<file path="config.mk">
export PLATFORM = sky130hd
export DESIGN_NAME = mem_stage
export DESIGN_NICKNAME = d
export VERILOG_FILES = /design/src/rtl/mem_stage.sv
export SDC_FILE = /design/constraint.sdc
export NUM_CORES = 1
export LEC_CHECK = 0
export BUFFER_PORTS_ARGS = -buffer_cell sky130_fd_sc_hd__buf_2
export CORE_MARGIN = 1.5
export CORE_UTILIZATION = 37
export DETAILED_ROUTE_END_ITERATION = 8
export PLACE_DENSITY = 0.78
export SETUP_SLACK_MARGIN = 0.5
export SLEW_MARGIN = 20
export SYNTH_ARGS = -nofsm -noshare
export SYNTH_HDL_FRONTEND = slang
export SYNTH_SLANG_ARGS = --single-unit
</file>
<file path="constraint.sdc">
create_clock -name clk -period 0.8 [get_ports clk]
set_input_delay 0.08 -clock clk [delete_from_list [all_inputs] [get_ports clk]]
set_output_delay 0.08 -clock clk [all_outputs]
set_load 0.005 [all_outputs]
</file>
<file path="src/rtl/mem_stage.sv">
// MEM pipeline stage: drives the data-memory request for loads/stores,
// stalls upstream while memory is not ready, and registers the MEM/WB outputs.
// Optional macro MEM_STAGE_TIMEOUT_EN adds a BUSY timeout that aborts the
// access, loads a bubble and sets the sticky mem_err flag.
//
// state | meaning
// IDLE  | no access outstanding; a new access may issue (and finish) this cycle
// BUSY  | access issued, still waiting for dmem_ready
module mem_stage #(
    parameter int TIMEOUT_CYCLES = 15
) (
    input  logic        clk,
    input  logic        rst,
    input  logic        wb_MemToReg_in,
    input  logic        wb_RegWrite_in,
    input  logic        MemRead_in,
    input  logic        MemWrite_in,
    input  logic [31:0] ALURes_in,
    input  logic [31:0] D2_in,
    input  logic [4:0]  RegDest_in,
    output logic        dmem_req,
    output logic        dmem_we,
    output logic [31:0] dmem_addr,
    output logic [31:0] dmem_wdata,
    input  logic [31:0] dmem_rdata,
    input  logic        dmem_ready,
    output logic        stall,
    output logic        wb_MemToReg_out,
    output logic        wb_RegWrite_out,
    output logic [31:0] MemData_out,
    output logic [31:0] ALURes_out,
    output logic [4:0]  RegDest_out,
    output logic        mem_err
);

    typedef enum logic {IDLE, BUSY} state_t;

    state_t state_q, state_d;
    logic   access;
    logic   is_read;
    logic   abort;

    if (TIMEOUT_CYCLES < 1) begin : g_bad_timeout
        $error("mem_stage: TIMEOUT_CYCLES must be at least 1");
    end

    // A simultaneous read and write request is handled as a store.
    assign access     = MemRead_in | MemWrite_in;
    assign is_read    = MemRead_in & ~MemWrite_in;
    assign dmem_addr  = ALURes_in;
    assign dmem_wdata = D2_in;

`ifdef MEM_STAGE_TIMEOUT_EN
    localparam int CNT_W = $clog2(TIMEOUT_CYCLES) + 1;

    logic [CNT_W-1:0] cnt_q, cnt_d;
    logic             mem_err_q;

    assign abort   = (state_q == BUSY) && !dmem_ready &&
                     (cnt_q == CNT_W'(TIMEOUT_CYCLES - 1));
    assign mem_err = mem_err_q;

    // Wait counter: counts unready BUSY cycles, cleared whenever we return to IDLE.
    always_comb begin
        cnt_d = cnt_q;
        if (state_d == IDLE) begin
            cnt_d = '0;
        end else if (state_q == BUSY && !dmem_ready) begin
            cnt_d = cnt_q + CNT_W'(1);
        end
    end

    // Counter and sticky error registers.
    always_ff @(posedge clk or negedge rst) begin
        if (!rst) begin
            cnt_q     <= '0;
            mem_err_q <= 1'b0;
        end else begin
            cnt_q <= cnt_d;
            if (abort) begin
                mem_err_q <= 1'b1;
            end
        end
    end
`else
    assign abort   = 1'b0;
    assign mem_err = 1'b0;
`endif

    // Next-state, memory request and stall decode.
    always_comb begin
        state_d  = state_q;
        dmem_req = 1'b0;
        dmem_we  = 1'b0;
        stall    = access && !dmem_ready && !abort;
        case (state_q)
            IDLE: begin
                if (access) begin
                    dmem_req = 1'b1;
                    dmem_we  = MemWrite_in;
                    if (!dmem_ready) begin
                        state_d = BUSY;
                    end
                end
            end
            BUSY: begin
                dmem_req = 1'b1;
                dmem_we  = MemWrite_in;
                if (dmem_ready || abort) begin
                    state_d = IDLE;
                end
            end
            default: state_d = IDLE;
        endcase
    end

    // FSM state register.
    always_ff @(posedge clk or negedge rst) begin
        if (!rst) begin
            state_q <= IDLE;
        end else begin
            state_q <= state_d;
        end
    end

    // MEM/WB register: load on progress, bubble while stalled or on abort.
    always_ff @(posedge clk or negedge rst) begin
        if (!rst) begin
            wb_MemToReg_out <= 1'b0;
            wb_RegWrite_out <= 1'b0;
            MemData_out     <= '0;
            ALURes_out      <= '0;
            RegDest_out     <= '0;
        end else if (stall || abort) begin
            wb_MemToReg_out <= 1'b0;
            wb_RegWrite_out <= 1'b0;
        end else begin
            wb_MemToReg_out <= wb_MemToReg_in;
            wb_RegWrite_out <= wb_RegWrite_in;
            ALURes_out      <= ALURes_in;
            RegDest_out     <= RegDest_in;
            if (is_read && dmem_ready) begin
                MemData_out <= dmem_rdata;
            end
        end
    end

endmodule
</file>
==> results of run 1 <==
synth_stat cells:
library cell,count,area (um2)
sky130_fd_sc_hd__buf_6,3,33.8
sky130_fd_sc_hd__mux2_2,37,417
sky130_fd_sc_hd__o21bai_4,1,18.8
sky130_fd_sc_hd__mux2_4,30,450
sky130_fd_sc_hd__inv_1,1,3.75
sky130_fd_sc_hd__buf_4,69,518
sky130_fd_sc_hd__mux2_1,2,22.5
sky130_fd_sc_hd__conb_1,1,3.75
sky130_fd_sc_hd__nand3b_4,1,20.0
sky130_fd_sc_hd__dfrtp_1,72,1800
sky130_fd_sc_hd__clkbuf_1,1,3.75
sky130_fd_sc_hd__and2_1,2,12.5
sky130_fd_sc_hd__or3_1,1,6.26
sky130_fd_sc_hd__nor2b_1,1,6.26
kinds of logic after synthesis:
| logic type | share of synthesized area |
|---|---|
| simple gates | 0.0136 |
| buf+inv | 0.169 |
| compound gates | 0.00566 |
| flops | 0.543 |
| mux | 0.268 |
| other cells | 0.00113 |
worst max-delay path by stage:
stage                                       endpoint  cells past startpoint         startpoint  slack [ns]
final                                       dmem_req                      2  state_q$_DFF_PN0_       -0.43
after global routing                        dmem_req                      2  state_q$_DFF_PN0_       -0.49
after CTS                                   dmem_req                      2  state_q$_DFF_PN0_       -0.44
after detailed placement  RegDest_out[1]$_DFFE_PN0N_                      4         MemRead_in       -0.36
after global placement    ALURes_out[18]$_DFFE_PN0N_                      4         MemRead_in       -0.33
after floorplan                    state_q$_DFF_PN0_                      2  state_q$_DFF_PN0_       -0.11
stage by stage:
stage / worst slack, ns / instance area (um2)
6_report: -0.432 / 5800
5_1_grt: -0.488 / 5800
4_1_cts: -0.444 / 5430
3_5_place_dp: -0.363 / 4090
3_3_place_gp: -0.329 / 4090
2_1_floorplan: -0.110 / 3480
final cells by class:
class | instances | share of cell area
multi-input cells | 76 | 0.191
well taps | 108 | 0.0233
flip-flops and latches | 72 | 0.311
clock inverters | 3 | 0.00734
repair buffers | 286 | 0.442
inverters | 1 | 0.000647
clock buffers | 12 | 0.0250
placed cells by master (no fill, tap or decap):
cell type,n
sky130_fd_sc_hd__and2_4,2
sky130_fd_sc_hd__buf_12,8
sky130_fd_sc_hd__buf_16,5
sky130_fd_sc_hd__buf_2,111
sky130_fd_sc_hd__buf_4,49
sky130_fd_sc_hd__buf_6,100
sky130_fd_sc_hd__buf_8,11
sky130_fd_sc_hd__bufinv_16,1
sky130_fd_sc_hd__clkbuf_1,2
sky130_fd_sc_hd__clkbuf_16,2
sky130_fd_sc_hd__clkbuf_8,10
sky130_fd_sc_hd__clkinv_2,1
sky130_fd_sc_hd__clkinvlp_4,1
sky130_fd_sc_hd__conb_1,1
sky130_fd_sc_hd__dfrtp_1,72
sky130_fd_sc_hd__inv_2,1
sky130_fd_sc_hd__mux2_4,69
sky130_fd_sc_hd__nand3b_4,1
sky130_fd_sc_hd__nor2b_1,1
sky130_fd_sc_hd__o21bai_4,1
sky130_fd_sc_hd__or3_1,1
metal layers:
metal,track usage,wire (um)
met3,0.0511,571
met4,0.0978,296
met2,0.355,5400
met1,0.198,3570
met5,0,0
sequential cells by signal, indices dropped and copies added, names as in the netlist:
register	flops
state_q	1
ALURes_out	32
RegDest_out	5
wb_RegWrite_out	1
wb_MemToReg_out	1
MemData_out	32
where the power goes:
part / internal (mW) / switching (mW) / total, mW
registers: 4.15 / 0.332 / 4.48
logic: 2.37 / 0.984 / 3.35
clock network: 1.51 / 1.29 / 2.80
timing repair:
item | 4_1_cts | 5_1_grt
setup endpoints to repair | 178 | 178
buffers inserted | 69 | 20
cloned | 4 | 2
pin swaps | 1 | 0
resized for setup | 89 | 43
hold endpoints to repair | 117 | 114
==> impl_metrics.json, run 1 <==
{
  "netlist_area_um2": 3320,
  "number_of_hold_violations_in_the_final_report": 109,
  "r2r-start": "state_q$_DFF_PN0_",
  "worstPathRequired_ns": 0.72,
  "syn-mean-instance-area_um2": 14.9,
  "critPathArrivalTime_ns": 1.15,
  "timing.hold.worst.class": "in2async",
  "routed_wire_length_per_instance_um": 17.6,
  "register_to_register_path_setup_slack_ns": -0.13,
  "synth-seq-area-share": 0.543,
  "timing.final.ws_setup_ns": -0.432,
  "finish.utilization": 0.665,
  "post_route_cells_drive_above_1_share": 0.829,
  "multi_input_comb_area_um2": 1110,
  "floorplan.die_area_um2": 9550,
  "layout_worst_path_cycle_share": 1.54,
  "die-width_um": 97.7,
  "violated_checks": "hold timing, setup timing",
  "run_status": "complete, but fails checks",
  "drt-pass1-iter-count": 6,
  "core_area_um2": 8720,
  "placement_rows": 34,
  "finalNetCount": 554,
  "gp_congestion": 0.750,
  "synth_cell_type_count": 14,
  "max-vdd-ir-drop_v": 0.000949,
  "area.growth.synth_to_final_pct": 74.8,
  "postRouteAntennaNets": 0,
  "grt_start_max_net_pins": 38,
  "finalCriticalPeriod_ns": 1.23,
  "yosys_warnings": 0,
  "placed_cells_incl_taps": 448,
  "grt_first_pass_wirelength_mm": 14.1,
  "finish.cell_count_without_fillers": 558,
  "critical_path.n_buffers_inverters": 1,
  "cpMaxStageDelayCell": "sky130_fd_sc_hd__dfrtp_1",
  "seq_area_um2": 1800,
  "flops_latches_synth": 72,
  "synthesis.instances": 222,
  "clk-insertion-delay-late_ns": 0.33,
  "drv_slew": 0,
  "clockBufferDepth": 2,
  "detail_route.drc_violations": 0,
  "hold_ws_ns": -0.289,
  "clock_tree_root_buffer_cell": "sky130_fd_sc_hd__clkbuf_8",
  "total_overflow_reported_by_the_global_router": 0,
  "critPathMaxStageDelay_ns": 0.37,
  "grtUsageTotal": 0.192,
  "dp_hpwl_mm": 5.05,
  "net_count_after_synthesis": 330,
  "tritoncts": "done",
  "regToRegEndpoint": "state_q$_DFF_PN0_",
  "drt_wl_total_mm": 9.84,
  "report.power.total_mw": 10.6,
  "fillCellCount": 594,
  "cellLeakagePower_nw": 3.13,
  "vias_per_cell": 4.52,
  "final.setup_skew_ns": 0,
  "timing_worst_setup_path_type": "reg2out",
  "first_iter_violations": 45,
  "grt_pass1_vias": 2726,
  "cts-buffers-inserted": 9,
  "max_cap_violations": 0,
  "p_per_area_nw_per_um2": 1830,
  "path_cells": "or3_1, buf_2",
  "achievable-frequency_mhz": 812,
  "floorplan.io_pins": 247,
  "cts_htree_levels": 3,
  "diodes": 0,
  "floorplan.die.height_um": 97.7,
  "start_kind": "flop",
  "r2r.worst_path.cells": 2,
  "grt_setup_unrepaired": "yes",
  "final_setup_violation_count": 133,
  "totalNegativeSetupSlack_ns": -14.04,
  "route.vias.total": 2524,
  "worst_path_dominant_cell_family": "flip-flops",
  "cts.sinks": 72,
  "antenna_found_initial": 0,
  "crit_path_max_fanout": 2,
  "clk_transition_reported_paths_ns": 0.08,
  "setup.worst_path.end_class": "primary output",
  "initial_core_util": 0.380,
  "placement.io_buffers": 181
}
No activity file was read; power rests on OpenSTA's default activity.
==> inputs of run 2 (changes only) <==
--- a/config.mk
+++ b/config.mk
@@ -5,11 +5,10 @@
 export SDC_FILE = /design/constraint.sdc
 export NUM_CORES = 1
 export LEC_CHECK = 0
-export BUFFER_PORTS_ARGS = -buffer_cell sky130_fd_sc_hd__buf_2
-export CORE_MARGIN = 1.5
-export CORE_UTILIZATION = 37
+export CORE_AREA = 2 2 95 97
 export DETAILED_ROUTE_END_ITERATION = 8
-export PLACE_DENSITY = 0.78
+export DIE_AREA = 0 0 97 99
+export DONT_BUFFER_PORTS = 1
 export SETUP_SLACK_MARGIN = 0.5
 export SLEW_MARGIN = 20
 export SYNTH_ARGS = -nofsm -noshare
==> impl_metrics.json, run 2 (same netlist as run 1, synthesis figures left out) <==
{
  "grt_setup_unrepaired": "yes",
  "worstPathRequired_ns": 0.72,
  "final_setup_violation_count": 114,
  "layout.cells.most_common_list": "sky130_fd_sc_hd__buf_6 (95), sky130_fd_sc_hd__dfrtp_1 (72), sky130_fd_sc_hd__mux2_4 (69)",
  "grt_start_max_net_pins": 73,
  "total_overflow_reported_by_the_global_router": 0,
  "dp_hpwl_mm": 4.42,
  "largestRegisters": "ALURes_out: 32 flops, MemData_out: 32 flops, RegDest_out: 5 flops",
  "pwr-share-seq": 0.452,
  "placed_cells_incl_taps": 330,
  "clock_tree_root_buffer_cell": "sky130_fd_sc_hd__clkbuf_8",
  "clockBufferDepth": 2,
  "final.setup_skew_ns": 0,
  "die-width_um": 97,
  "cts-buffers-inserted": 9,
  "crit_path_max_fanout": 2,
  "drv_slew": 0,
  "tritoncts": "done",
  "start_kind": "flop",
  "grtUsageTotal": 0.150,
  "diodes": 0,
  "clk_transition_reported_paths_ns": 0.08,
  "placement.io_buffers": 0,
  "timing.hold.worst.class": "in2async",
  "antenna_found_initial": 0,
  "report.power.total_mw": 10.1,
  "placement_rows": 34,
  "clk-insertion-delay-late_ns": 0.34,
  "violated_checks": "hold timing, setup timing",
  "pre_cts_slack_ns": -0.187,
  "cts.sinks": 72,
  "run_status": "complete, but fails checks",
  "drt_wl_total_mm": 7.17,
  "floorplan.die.height_um": 99,
  "route.met2.wl_mm": 3.77,
  "area.growth.synth_to_final_pct": 36.7,
  "setup.worst_path.end_class": "primary output",
  "max-vdd-ir-drop_v": 0.000896,
  "p_per_area_nw_per_um2": 2230,
  "post_route_cells_drive_above_1_share": 0.736,
  "gp_congestion": 0.791,
  "grt_pass1_vias": 2033,
  "number_of_hold_violations_in_the_final_report": 144,
  "cts_htree_levels": 3,
  "cellLeakagePower_nw": 2.30,
  "postRouteAntennaNets": 0,
  "met3WireLength_um": 475,
  "final_common_cell": "sky130_fd_sc_hd__buf_6",
  "max_cap_violations": 0,
  "routed_wire_length_per_instance_um": 18.5,
  "vias_per_cell": 4.58,
  "clock_power_share": 0.281,
  "route.vias.total": 1777,
  "finalNetCount": 384,
  "drt-pass1-iter-count": 3,
  "layout_worst_path_cycle_share": 1.56,
  "detail_route.wirelength.met1_mm": 2.67,
  "initial_core_util": 0.388,
  "hold_ws_ns": -0.572,
  "floorplan.io_pins": 247,
  "achievable-frequency_mhz": 799,
  "p_comb_frac": 0.267,
  "power_report.internal_total_mw": 7.73,
  "timing_worst_setup_path_type": "reg2out",
  "critPathArrivalTime_ns": 1.17,
  "grt_first_pass_wirelength_mm": 11.1,
  "top_layer": "met4",
  "finish.cell_count_without_fillers": 388,
  "finalCriticalPeriod_ns": 1.25,
  "core_area_um2": 8550,
  "power_switching_mw": 2.39,
  "first_iter_violations": 15,
  "timing.final.ws_setup_ns": -0.451,
  "swShare": 0.236,
  "detail_route.drc_violations": 0,
  "floorplan.die_area_um2": 9600,
  "totalNegativeSetupSlack_ns": -13.77
}
[run 2: path summary, 6_finish.rpt]
check / start / to / slack, ns / cells after the start
setup / recovery: state_q$_DFF_PN0_ / dmem_req / -0.45 / 2
hold / removal: rst / ALURes_out[13]$_DFFE_PN0N_ / -0.57 / 0
setup reg to reg: state_q$_DFF_PN0_ / state_q$_DFF_PN0_ / -0.15 / 2
hold reg to reg: MemData_out[6]$_DFFE_PN0P_ / MemData_out[6]$_DFFE_PN0P_ / 0.54 / 1
max in group asynchronous: rst / MemData_out[24]$_DFFE_PN0P_ / 1.25 / 0
min in group clk: dmem_ready / state_q$_DFF_PN0_ / -0.21 / 1
[run 2: power by group through the flow]
stage | registers (mW) | clock network [mW] | logic [mW]
floorplan | 4.51 | 0 | 1.19
global placement | 4.48 | 0 | 1.81
detailed placement | 4.50 | 0 | 1.85
CTS | 4.53 | 2.96 | 2.49
global route | 4.63 | 3.14 | 2.84
finish | 4.57 | 2.85 | 2.70
[run 2: metrics by stage]
step	hold slack [ns]	util	area, um2
6_report	-0.572	0.531	4540
5_1_grt	-0.606	0.531	4540
4_1_cts	-0.596	0.508	4350
3_5_place_dp	-0.214	0.424	3630
3_3_place_gp	-0.214	0.424	3630
2_1_floorplan	-0.216	-	3480
[run 2: repair_timing]
action / 4_1_cts / 5_1_grt
resized for setup: 78 / 22
gates cloned: 1 / 0
pin swaps: 1 / 1
endpoints found under the setup margin: 145 / 145
buffers inserted: 28 / 14
hold endpoints to repair: 144 / 144
[run 2: worst max-delay path: stages, from the launching register on]
cell and delay (ns):
sky130_fd_sc_hd__dfrtp_1 0.38, sky130_fd_sc_hd__or3_4 0.33, sky130_fd_sc_hd__buf_6 0.12
[run 2: final cells by class]
cell class                 count  area, um2
timing repair buffer         116       1280
fill                         670       4010
multi-input combinational     76       1110
sequential                    72       1800
tap                          108        135
inverter                       1       6.26
clock buffer                  10        138
clock inverter                 5       57.6
[run 2: per-layer routing]
layer / vias to the layer above / global-route usage
met1: 860 / 0.170
li1: 773 / -
met3: 33 / 0.0433
met5: - / 0
met2: 111 / 0.250
met4: 0 / 0.0910
